## config.mk

```make
export PLATFORM = sky130hd
export DESIGN_NAME = mux4_rr_arbiter_flat
export DESIGN_NICKNAME = d
export VERILOG_FILES = /design/src/rtl/mux4_rr_arbiter_pkg.sv /design/src/rtl/mux4_rr_arbiter_if.sv /design/src/rtl/mux4_rr_arbiter_rr_pick.sv /design/src/rtl/mux4_rr_arbiter.sv /design/src/flat_wrapper.sv
export SDC_FILE = /design/constraint.sdc
export NUM_CORES = 1
export LEC_CHECK = 0
export BUFFER_PORTS_ARGS = -buffer_cell sky130_fd_sc_hd__buf_2
export CORE_ASPECT_RATIO = 0.9
export CORE_MARGIN = 8
export CORE_UTILIZATION = 53
export CTS_CLUSTER_DIAMETER = 50
export DETAILED_ROUTE_END_ITERATION = 8
export MAX_ROUTING_LAYER = met4
export PLACE_DENSITY = 0.76
export SKIP_CTS_REPAIR_TIMING = 1
export SLEW_MARGIN = 20
export SYNTH_ARGS = -nofsm -noshare
export SYNTH_HDL_FRONTEND = slang
export SYNTH_SLANG_ARGS = --single-unit
```

## constraint.sdc

```tcl
create_clock -name clock -period 2.4 [get_ports clock]
set_input_delay 0.6 -clock clock [delete_from_list [all_inputs] [get_ports clock]]
set_output_delay 0.6 -clock clock [all_outputs]
set_load 0.02 [all_outputs]
```

## src/rtl/mux4_rr_arbiter_pkg.sv

```systemverilog
// Shared constants and helpers for the mux4 round-robin arbiter.
package mux4_rr_arbiter_pkg;

  localparam int unsigned N_REQ            = 4;
  localparam int unsigned SEL_W            = 2;
  localparam int unsigned DEFAULT_MAX_HOLD = 4;
  localparam int unsigned DEFAULT_CNT_W    = 4;

  // Arbiter state encoding
  localparam logic [0:0] ST_IDLE  = 1'b0;
  localparam logic [0:0] ST_GRANT = 1'b1;

  // Binary index to one-hot requester vector
  function automatic logic [N_REQ-1:0] onehot(input logic [SEL_W-1:0] idx);
    return N_REQ'(1) << idx;
  endfunction

endpackage

```

## src/rtl/mux4_rr_arbiter_if.sv

```systemverilog
// Requester/arbiter bus: request vector in, grant/select/busy out.
//   req   : level request per requester
//   grant : one-hot grant
//   sel   : binary select for the shared mux4
//   busy  : any grant active
interface mux4_rr_arbiter_if;
  import mux4_rr_arbiter_pkg::*;

  logic [N_REQ-1:0] req;
  logic [N_REQ-1:0] grant;
  logic [SEL_W-1:0] sel;
  logic             busy;

  // Requester side
  modport master (output req, input grant, input sel, input busy);
  // Arbiter side
  modport slave  (input req, output grant, output sel, output busy);
endinterface

```

## src/rtl/mux4_rr_arbiter_rr_pick.sv

```systemverilog
// Combinational rotating-priority picker.
//   start : first index considered
//   mask  : candidate vector
//   idx   : first set index in order start, start+1, ... (mod 4)
//   found : mask had at least one bit set
module rr_pick
  import mux4_rr_arbiter_pkg::*;
(
  input  logic [SEL_W-1:0] start,
  input  logic [N_REQ-1:0] mask,
  output logic [SEL_W-1:0] idx,
  output logic             found
);

  logic [SEL_W-1:0] cand;

  // Scan from start; the first hit wins
  always_comb begin
    idx   = start;
    found = 1'b0;
    cand  = start;
    for (int i = 0; i < int'(N_REQ); i++) begin
      cand = SEL_W'(start + SEL_W'(i));
      if (!found && mask[cand]) begin
        idx   = cand;
        found = 1'b1;
      end
    end
  end

endmodule

```

## src/rtl/mux4_rr_arbiter.sv

```systemverilog
// Round-robin arbiter with hold limit driving a shared mux4 select.
//   clock   : rising-edge clock
//   reset_n : asynchronous active-low reset
//   bus     : slave side of mux4_rr_arbiter_if (req in; grant/sel/busy out, registered)
module mux4_rr_arbiter
  import mux4_rr_arbiter_pkg::*;
#(
  parameter int unsigned MAX_HOLD = DEFAULT_MAX_HOLD,
  parameter int unsigned CNT_W    = DEFAULT_CNT_W
) (
  input  logic              clock,
  input  logic              reset_n,
  mux4_rr_arbiter_if.slave  bus
);

  logic [0:0]       state_q,    state_n;
  logic [CNT_W-1:0] hold_cnt_q, hold_cnt_n;
  logic [SEL_W-1:0] last_q,     last_n;
  logic [N_REQ-1:0] grant_q,    grant_n;
  logic [SEL_W-1:0] sel_q,      sel_n;
  logic             busy_q,     busy_n;

  logic [N_REQ-1:0] others_c;
  logic [SEL_W-1:0] idle_idx_c, hand_idx_c;
  logic             idle_found_c, hand_found_c;
  logic             at_limit_c, release_c;

  // While granted, sel_q is the current owner
  assign others_c   = bus.req & ~onehot(sel_q);
  assign at_limit_c = (hold_cnt_q == CNT_W'(MAX_HOLD));
  assign release_c  = !bus.req[sel_q] || (at_limit_c && (others_c != '0));

  // Fresh pick out of idle, rotating from the previous owner
  rr_pick u_pick_idle (
    .start (SEL_W'(last_q + SEL_W'(1))),
    .mask  (bus.req),
    .idx   (idle_idx_c),
    .found (idle_found_c)
  );

  // Same-edge handoff pick, excluding the releasing owner
  rr_pick u_pick_hand (
    .start (SEL_W'(sel_q + SEL_W'(1))),
    .mask  (others_c),
    .idx   (hand_idx_c),
    .found (hand_found_c)
  );

  // State and output registers
  always_ff @(posedge clock or negedge reset_n) begin
    if (!reset_n) begin
      state_q    <= ST_IDLE;
      hold_cnt_q <= '0;
      last_q     <= SEL_W'(N_REQ - 1);
      grant_q    <= '0;
      sel_q      <= '0;
      busy_q     <= 1'b0;
    end else begin
      state_q    <= state_n;
      hold_cnt_q <= hold_cnt_n;
      last_q     <= last_n;
      grant_q    <= grant_n;
      sel_q      <= sel_n;
      busy_q     <= busy_n;
    end
  end

  // Next-state and next-output logic
  always_comb begin
    state_n    = state_q;
    hold_cnt_n = hold_cnt_q;
    last_n     = last_q;
    grant_n    = grant_q;
    sel_n      = sel_q;

    case (state_q)
      ST_IDLE: begin
        if (idle_found_c) begin
          state_n    = ST_GRANT;
          grant_n    = onehot(idle_idx_c);
          sel_n      = idle_idx_c;
          hold_cnt_n = CNT_W'(1);
        end
      end
      ST_GRANT: begin
        if (release_c) begin
          last_n = sel_q;
          if (hand_found_c) begin
            grant_n    = onehot(hand_idx_c);
            sel_n      = hand_idx_c;
            hold_cnt_n = CNT_W'(1);
          end else begin
            state_n    = ST_IDLE;
            grant_n    = '0;
            hold_cnt_n = '0;
          end
        end else if (!at_limit_c) begin
          hold_cnt_n = CNT_W'(hold_cnt_q + CNT_W'(1));
        end
      end
      default: begin
        state_n    = ST_IDLE;
        grant_n    = '0;
        hold_cnt_n = '0;
      end
    endcase

    busy_n = (grant_n != '0);
  end

  assign bus.grant = grant_q;
  assign bus.sel   = sel_q;
  assign bus.busy  = busy_q;

endmodule

```

## src/flat_wrapper.sv

```systemverilog
// flat-port wrapper written by rule: the top's interface ports become plain ports
module mux4_rr_arbiter_flat import mux4_rr_arbiter_pkg::*;
#(
  parameter int unsigned MAX_HOLD = DEFAULT_MAX_HOLD,
  parameter int unsigned CNT_W    = DEFAULT_CNT_W
)
  (clock, reset_n, bus_req, bus_grant, bus_sel, bus_busy);
  mux4_rr_arbiter_if bus_i ();
  input  logic clock;
  input  logic reset_n;
  input wire logic [$bits(bus_i.req)-1:0] bus_req;
  output wire logic [$bits(bus_i.grant)-1:0] bus_grant;
  output wire logic [$bits(bus_i.sel)-1:0] bus_sel;
  output wire logic [$bits(bus_i.busy)-1:0] bus_busy;
  assign bus_i.req = bus_req;
  assign bus_grant = bus_i.grant;
  assign bus_sel = bus_i.sel;
  assign bus_busy = bus_i.busy;
  mux4_rr_arbiter #(.MAX_HOLD(MAX_HOLD), .CNT_W(CNT_W)) u_core (.clock(clock), .reset_n(reset_n), .bus(bus_i));
endmodule
```

After elaboration in Yosys (flattened, before gate mapping) --
Cells that the tools add are included.
Word-level totals: word-level logic and storage cells 104, output and inout bits 7, register bits after elaboration 14
Cells by class: reductions and logical operators 20, eq/ne operators 5, magnitude comparators 9, bitwise operators 3, multiplexer cells 49, add/sub/neg operators 9, shift operators 3
Operators with widths (count):
- less-than comparator 2 x 3 -> 1 bit, second input constant | 9
- two-way mux 4 bit | 6
- two-way mux 1 bit | 21
- binary-select mux 1 bit (select 2 bit) | 9
- two-way mux 2 bit | 9
- case mux 4 bit (2 select lines) | 2
- << shifter 1 x 2 -> 4 bit, first input constant | 3
- adder 2 x 1 -> 2 bit, second input constant | 4
- adder 2 bit, second input constant | 4
- nonzero test 4 bit | 2
- logical AND 1 bit | 7
- zero test 1 bit | 7
- adder 4 x 1 -> 4 bit, second input constant | 1
- bitwise AND 4 bit | 1
- == test 4 x 3 -> 1 bit, second input constant | 1
- != test 2 bit, second input constant | 2
- NOT 4 bit | 1
- case mux 2 bit (2 select lines) | 1
- AND reduction 2 bit | 2
- != test 3 bit, second input constant | 1
- AND reduction 3 bit | 1
- != test 2 x 1 -> 1 bit, second input constant | 1
- case mux 1 bit (2 select lines) | 1
- logical OR 1 bit | 1
- NOT 1 bit | 1

Longest topological paths before layout --
word-level depth 20, mapped depth 10

Modules after synthesis --
From an unflattened synthesis, not the netlist that was laid out.
Unflattened totals: cells, all modules 131, area, all modules 1176.1 um^2
Modules (own cells, without submodules):
- mux4_rr_arbiter | instances 1, area an instance 983.4 um^2, seq. area each 352.8 um^2, cells each 99
- rr_pick | instances 2, area an instance 96.3 um^2, seq. area each 0.0 um^2, cells each 16

Worst setup path after synthesis --
Ideal clock, no wire load.
kind register -> register, from reg u_core.sel_q[0], in the netlist u_core.bus.sel[0], to reg u_core.busy_q, in the netlist u_core.bus.busy, cell stages (with the launch flop) 10, arrival time 2.412 ns, buffers on the path 1, period minus slack after synthesis 2.547 ns, setup time 0.134 ns, path slack -0.147 ns, path through dfrtp_1 > inv_1 > ha_1 > buf_6 > a2111oi_0 > a31oi_1 > a21oi_1 > nor2_1 > a31o_1 > nand4bb_1
Between the ends: cells in the longest elaborated chain, start to end 20, elaborated cells on any way between the ends 39
RTL lines:
- start, declared | RTL line mux4_rr_arbiter.sv:20 | logic [SEL_W-1:0] sel_q, sel_n;
- start signal, assigned | RTL line mux4_rr_arbiter.sv:63 | sel_q <= sel_n;
- parallel branches: the longest is 17 deep, another holds adder 2 x 1 -> 2 bit
- two-way mux 4 bit * | RTL line mux4_rr_arbiter.sv:86 | if (release_c) begin
- case mux 4 bit (2 select lines) * | RTL line mux4_rr_arbiter.sv:76 | case (state_q)
- net u_core.grant_n[0] | RTL line mux4_rr_arbiter.sv:19 | logic [N_REQ-1:0] grant_q, grant_n;
- nonzero test 4 bit * | RTL line mux4_rr_arbiter.sv:108 | busy_n = (grant_n != '0);
- net u_core.busy_n | RTL line mux4_rr_arbiter.sv:21 | logic busy_q, busy_n;
- end signal, assigned | RTL line mux4_rr_arbiter.sv:64 | busy_q <= busy_n;
- end, declared | RTL line mux4_rr_arbiter.sv:21
Mark *: on every way through the listed nets, which the timed path passes. The select of a mux whose other input is x is not followed. A chain may end at the register's enable or synchronous reset.

Final worst setup path --
from reg u_core.sel_q[1], in the netlist u_core.bus.sel[1], to reg u_core.sel_q[0], in the netlist u_core.bus.sel[0]
Between the ends: cells in the longest elaborated chain, start to end 18, elaborated cells on any way between the ends 40
RTL lines:
- parallel branches: the longest is 18 deep, another holds adder 2 x 1 -> 2 bit
Parallel ways; which one is timed is not known. The select of a mux whose other input is x is not followed.

==> impl_metrics.csv <==
group,metric,value,unit
worst_setup_path,cp_max_fo,6,
sta,finalCritPeriodShare,94.9,%
yosys,syn_area,0.00129,sq mm
yosys,ys_warn_count,0,
sta,min_period,2.28,ns
route,vias,1235,
yosys,yosys_most_used_dff,"dfrtp_1",
route,drt-initial-drc-count,81,
sta,tightest_slew,0.661,ns
worst_setup_path,critPathMaxStageDelay,0.40,ns
clock_tree,h-tree-depth,1,
route,wl_per_cell,16.0,um
power_and_ir_drop,total_power,2.45,mW
layout,final_cell_mix,"buf_4 (20), nand2_1 (14), o21ai_0 (13)",
clock_tree,cts_buffer_depth,2,
power_and_ir_drop,p_leak,0.696,nW
clock_tree,cts.sinks,14,
yosys,yosys-top-cells-area,"dfrtp_1 (23%), buf_6 (6.1%), ha_1 (5.8%)",
yosys,async_flop_share,100,%
global_route,overflow,0,
worst_setup_path,critPathKind,"reg -> reg",
sta,skew,0.00208,ns
die,die_x,68.0,um
sta,fmax,0.439,GHz
clock_tree,cts_tree,"built",
layout,layout-drive-gt1-share,32.8,%
job,max_cap_violations,0,
die,die_height,62.8,um
clock_tree,cts_buffers,3,
clock_tree,cts.reportedPaths.clkPinSlew,0.09,ns
worst_setup_path,worstPathArrival,2.47,ns
yosys,yosysUniqueCellTypes,53,
sta,worst_slack,0.123,ns
placed_design,dp_cells,202,
layout,layout.nets,193,
placed_design,gp_congestion,0.926,
global_route,grt_max_degree,20,
route,drc_errors,0,
layout,antenna_cells,0,
global_route,grt_pass1_wl,5220,um
sta,rsz0062_at_grt,"true",
yosys,yosysTopAreaCellShare,23.3,%
worst_setup_path,endpoint_kind,"flip-flop",
worst_setup_path,start_kind,"flip-flop",
worst_setup_path,worstSetupStartpoint,"u_core.bus.sel[1]",
worst_setup_path,cpMaxStageDelayCell,"dfrtp_1",
power_and_ir_drop,cellPowerDensity,1550,mW/mm^2
sta,setup_viol,0,
die,initial_core_util,54.0,%
yosys,synth_nets,164,
outcome,status,"complete, no violations",
layout,finalNonFillerCells,208,
yosys,netlist_instances,152,
die,die-area,0.00426,sq mm
sta,timing.final.hold_violations,0,
global_route,grt_pass1_vias,1156,
route,ant_nets,0,
route,dr.pass1.iters,4,
layout,multi_input_area,903,sq um
worst_setup_path,cpMostUsedCell,"buf_4",
layout,fin_util,66.2,%
global_route,antenna_found_initial,0,
yosys,avgSynthCellArea,8.47,sq um
sta,max_slew_margin,55.5,%
worst_setup_path,crit_required,2.60,ns
yosys,synth-edff-count,0,
layout,mostFrequentLayoutCell,"buf_4",
sta,hold_slack,0.194,ns
route,routed_wl,3330,um
worst_setup_path,critical_path.cell_chain,"inv_2 -> ha_4 -> buf_4 -> nor2b_1 -> a2111oi_2 -> a31oi_1 -> a21oi_4 -> buf_4 -> a211oi_2 -> o211ai_1 -> o21ai_0",
placed_design,dp_slack,-0.0295,ns
global_route,grt_usage,15.6,%
min_path,hold_class,"in -> async",
clock_tree,clk_latency,0.29,ns
die,core_area,0.00238,sq mm
worst_setup_path,reg2reg_from,"u_core.bus.sel[1]",
placed_design,hpwl,2380,um
power_and_ir_drop,ir_worst_vdd,1.03,mV
die,pin_count,13,
layout,ff_latch_area,354,sq um
placed_design,port_buffers,12,
yosys,ys_ff_latch,14,
layout,fillers,197,
route,detail_route.vias_per_cell,5.94,
die,num_rows,17,
sta,maxSlewViolCount,0,
placed_design,dpl_cell_area,0.00144,sq mm
layout,area_growth,22.4,%
yosys,yosysTopAreaCell,"dfrtp_1",
layout,stdcell_area,0.00158,sq mm
yosys,seq_area_frac_synth,27.4,%
clock_tree,clock-root-buffer,"clkbuf_4",
sta,setup-tns-final,0,ns
==> Yosys cell counts, types with 3 or more instances <==
cell / count
buf_6: 7
nand2b_1: 3
dfrtp_1: 12
nor3_1: 3
o21ai_0: 13
nor2b_1: 7
nor2_1: 8
nand2_1: 14
a31oi_1: 4
nor3b_1: 3
nand3_1: 3
ha_1: 6
a21oi_1: 11
inv_1: 10
==> power breakdown <==
group          switching (mW)  total (mW)  leakage (nW)  internal, mW
registers               0.116       0.474         0.166         0.358
clock network          0.0834       0.176        0.0210        0.0924
logic                   0.945        1.80         0.509         0.850
total                    1.14        2.45         0.696          1.30
==> routing by layer <==
metal	vias up	share of wire, %	track usage (%)	wire length, um
li1	616	-	-	-
met1	586	47	19.7	1570
met2	29	48	23.7	1600
met3	4	3.5	3.76	117
met4	0	1.2	4.86	41
met5	-	0	-	0
==> path summary, 6_finish.rpt <==
check,depth (start not counted),slack [ns],to
hold / removal,1,0.19,u_core.bus.grant[0]
hold reg to reg,2,0.52,u_core.last_q[1]
setup reg to reg,11,0.12,u_core.bus.sel[0]
min in group clock,2,0.52,u_core.last_q[1]
setup / recovery,11,0.12,u_core.bus.sel[0]
max in group asynchronous,1,1.92,u_core.last_q[1]
==> flip-flops by register name, indices dropped and copies added (netlist names) <==
register           flops
u_core.hold_cnt_q      4
u_core.bus.sel         2
u_core.state_q         1
u_core.bus.grant       4
u_core.bus.busy        1
u_core.last_q          2
==> cells by family (layout without fill, tap and decap cells) <==
family / count (synthesis) / in the layout / synth area share [%]
and+or+nand+nor: 59 / 59 / 26.4
AOI/OAI and AO/OA: 52 / 52 / 27.2
buffers and inverters: 18 / 46 / 9.62
DFF: 14 / 14 / 27.4
adders and majority gates: 6 / 6 / 5.83
muxes: 2 / 2 / 2.82
xor gates and xnor gates: 1 / 1 / 0.680
==> worst max-delay path: cells and delay by family (launching register included) <==
| family | cells | cell delay, ns |
|---|---|---|
| buffers and inverters | 3 | 0.42 |
| AOI/OAI and AO/OA | 6 | 0.98 |
| adders and majority gates | 1 | 0.23 |
| DFF | 1 | 0.40 |
| and+or+nand+nor | 1 | 0.14 |
==> cell type report <==
cell class              count  area share (%)
repair buffers             32            13.3
inverters                  10            2.38
multi-input cells         120            57.3
well taps                  28            2.22
flip-flops and latches     14            22.5
clock buffers               4            2.30
No activity file was read; power rests on OpenSTA's default activity.
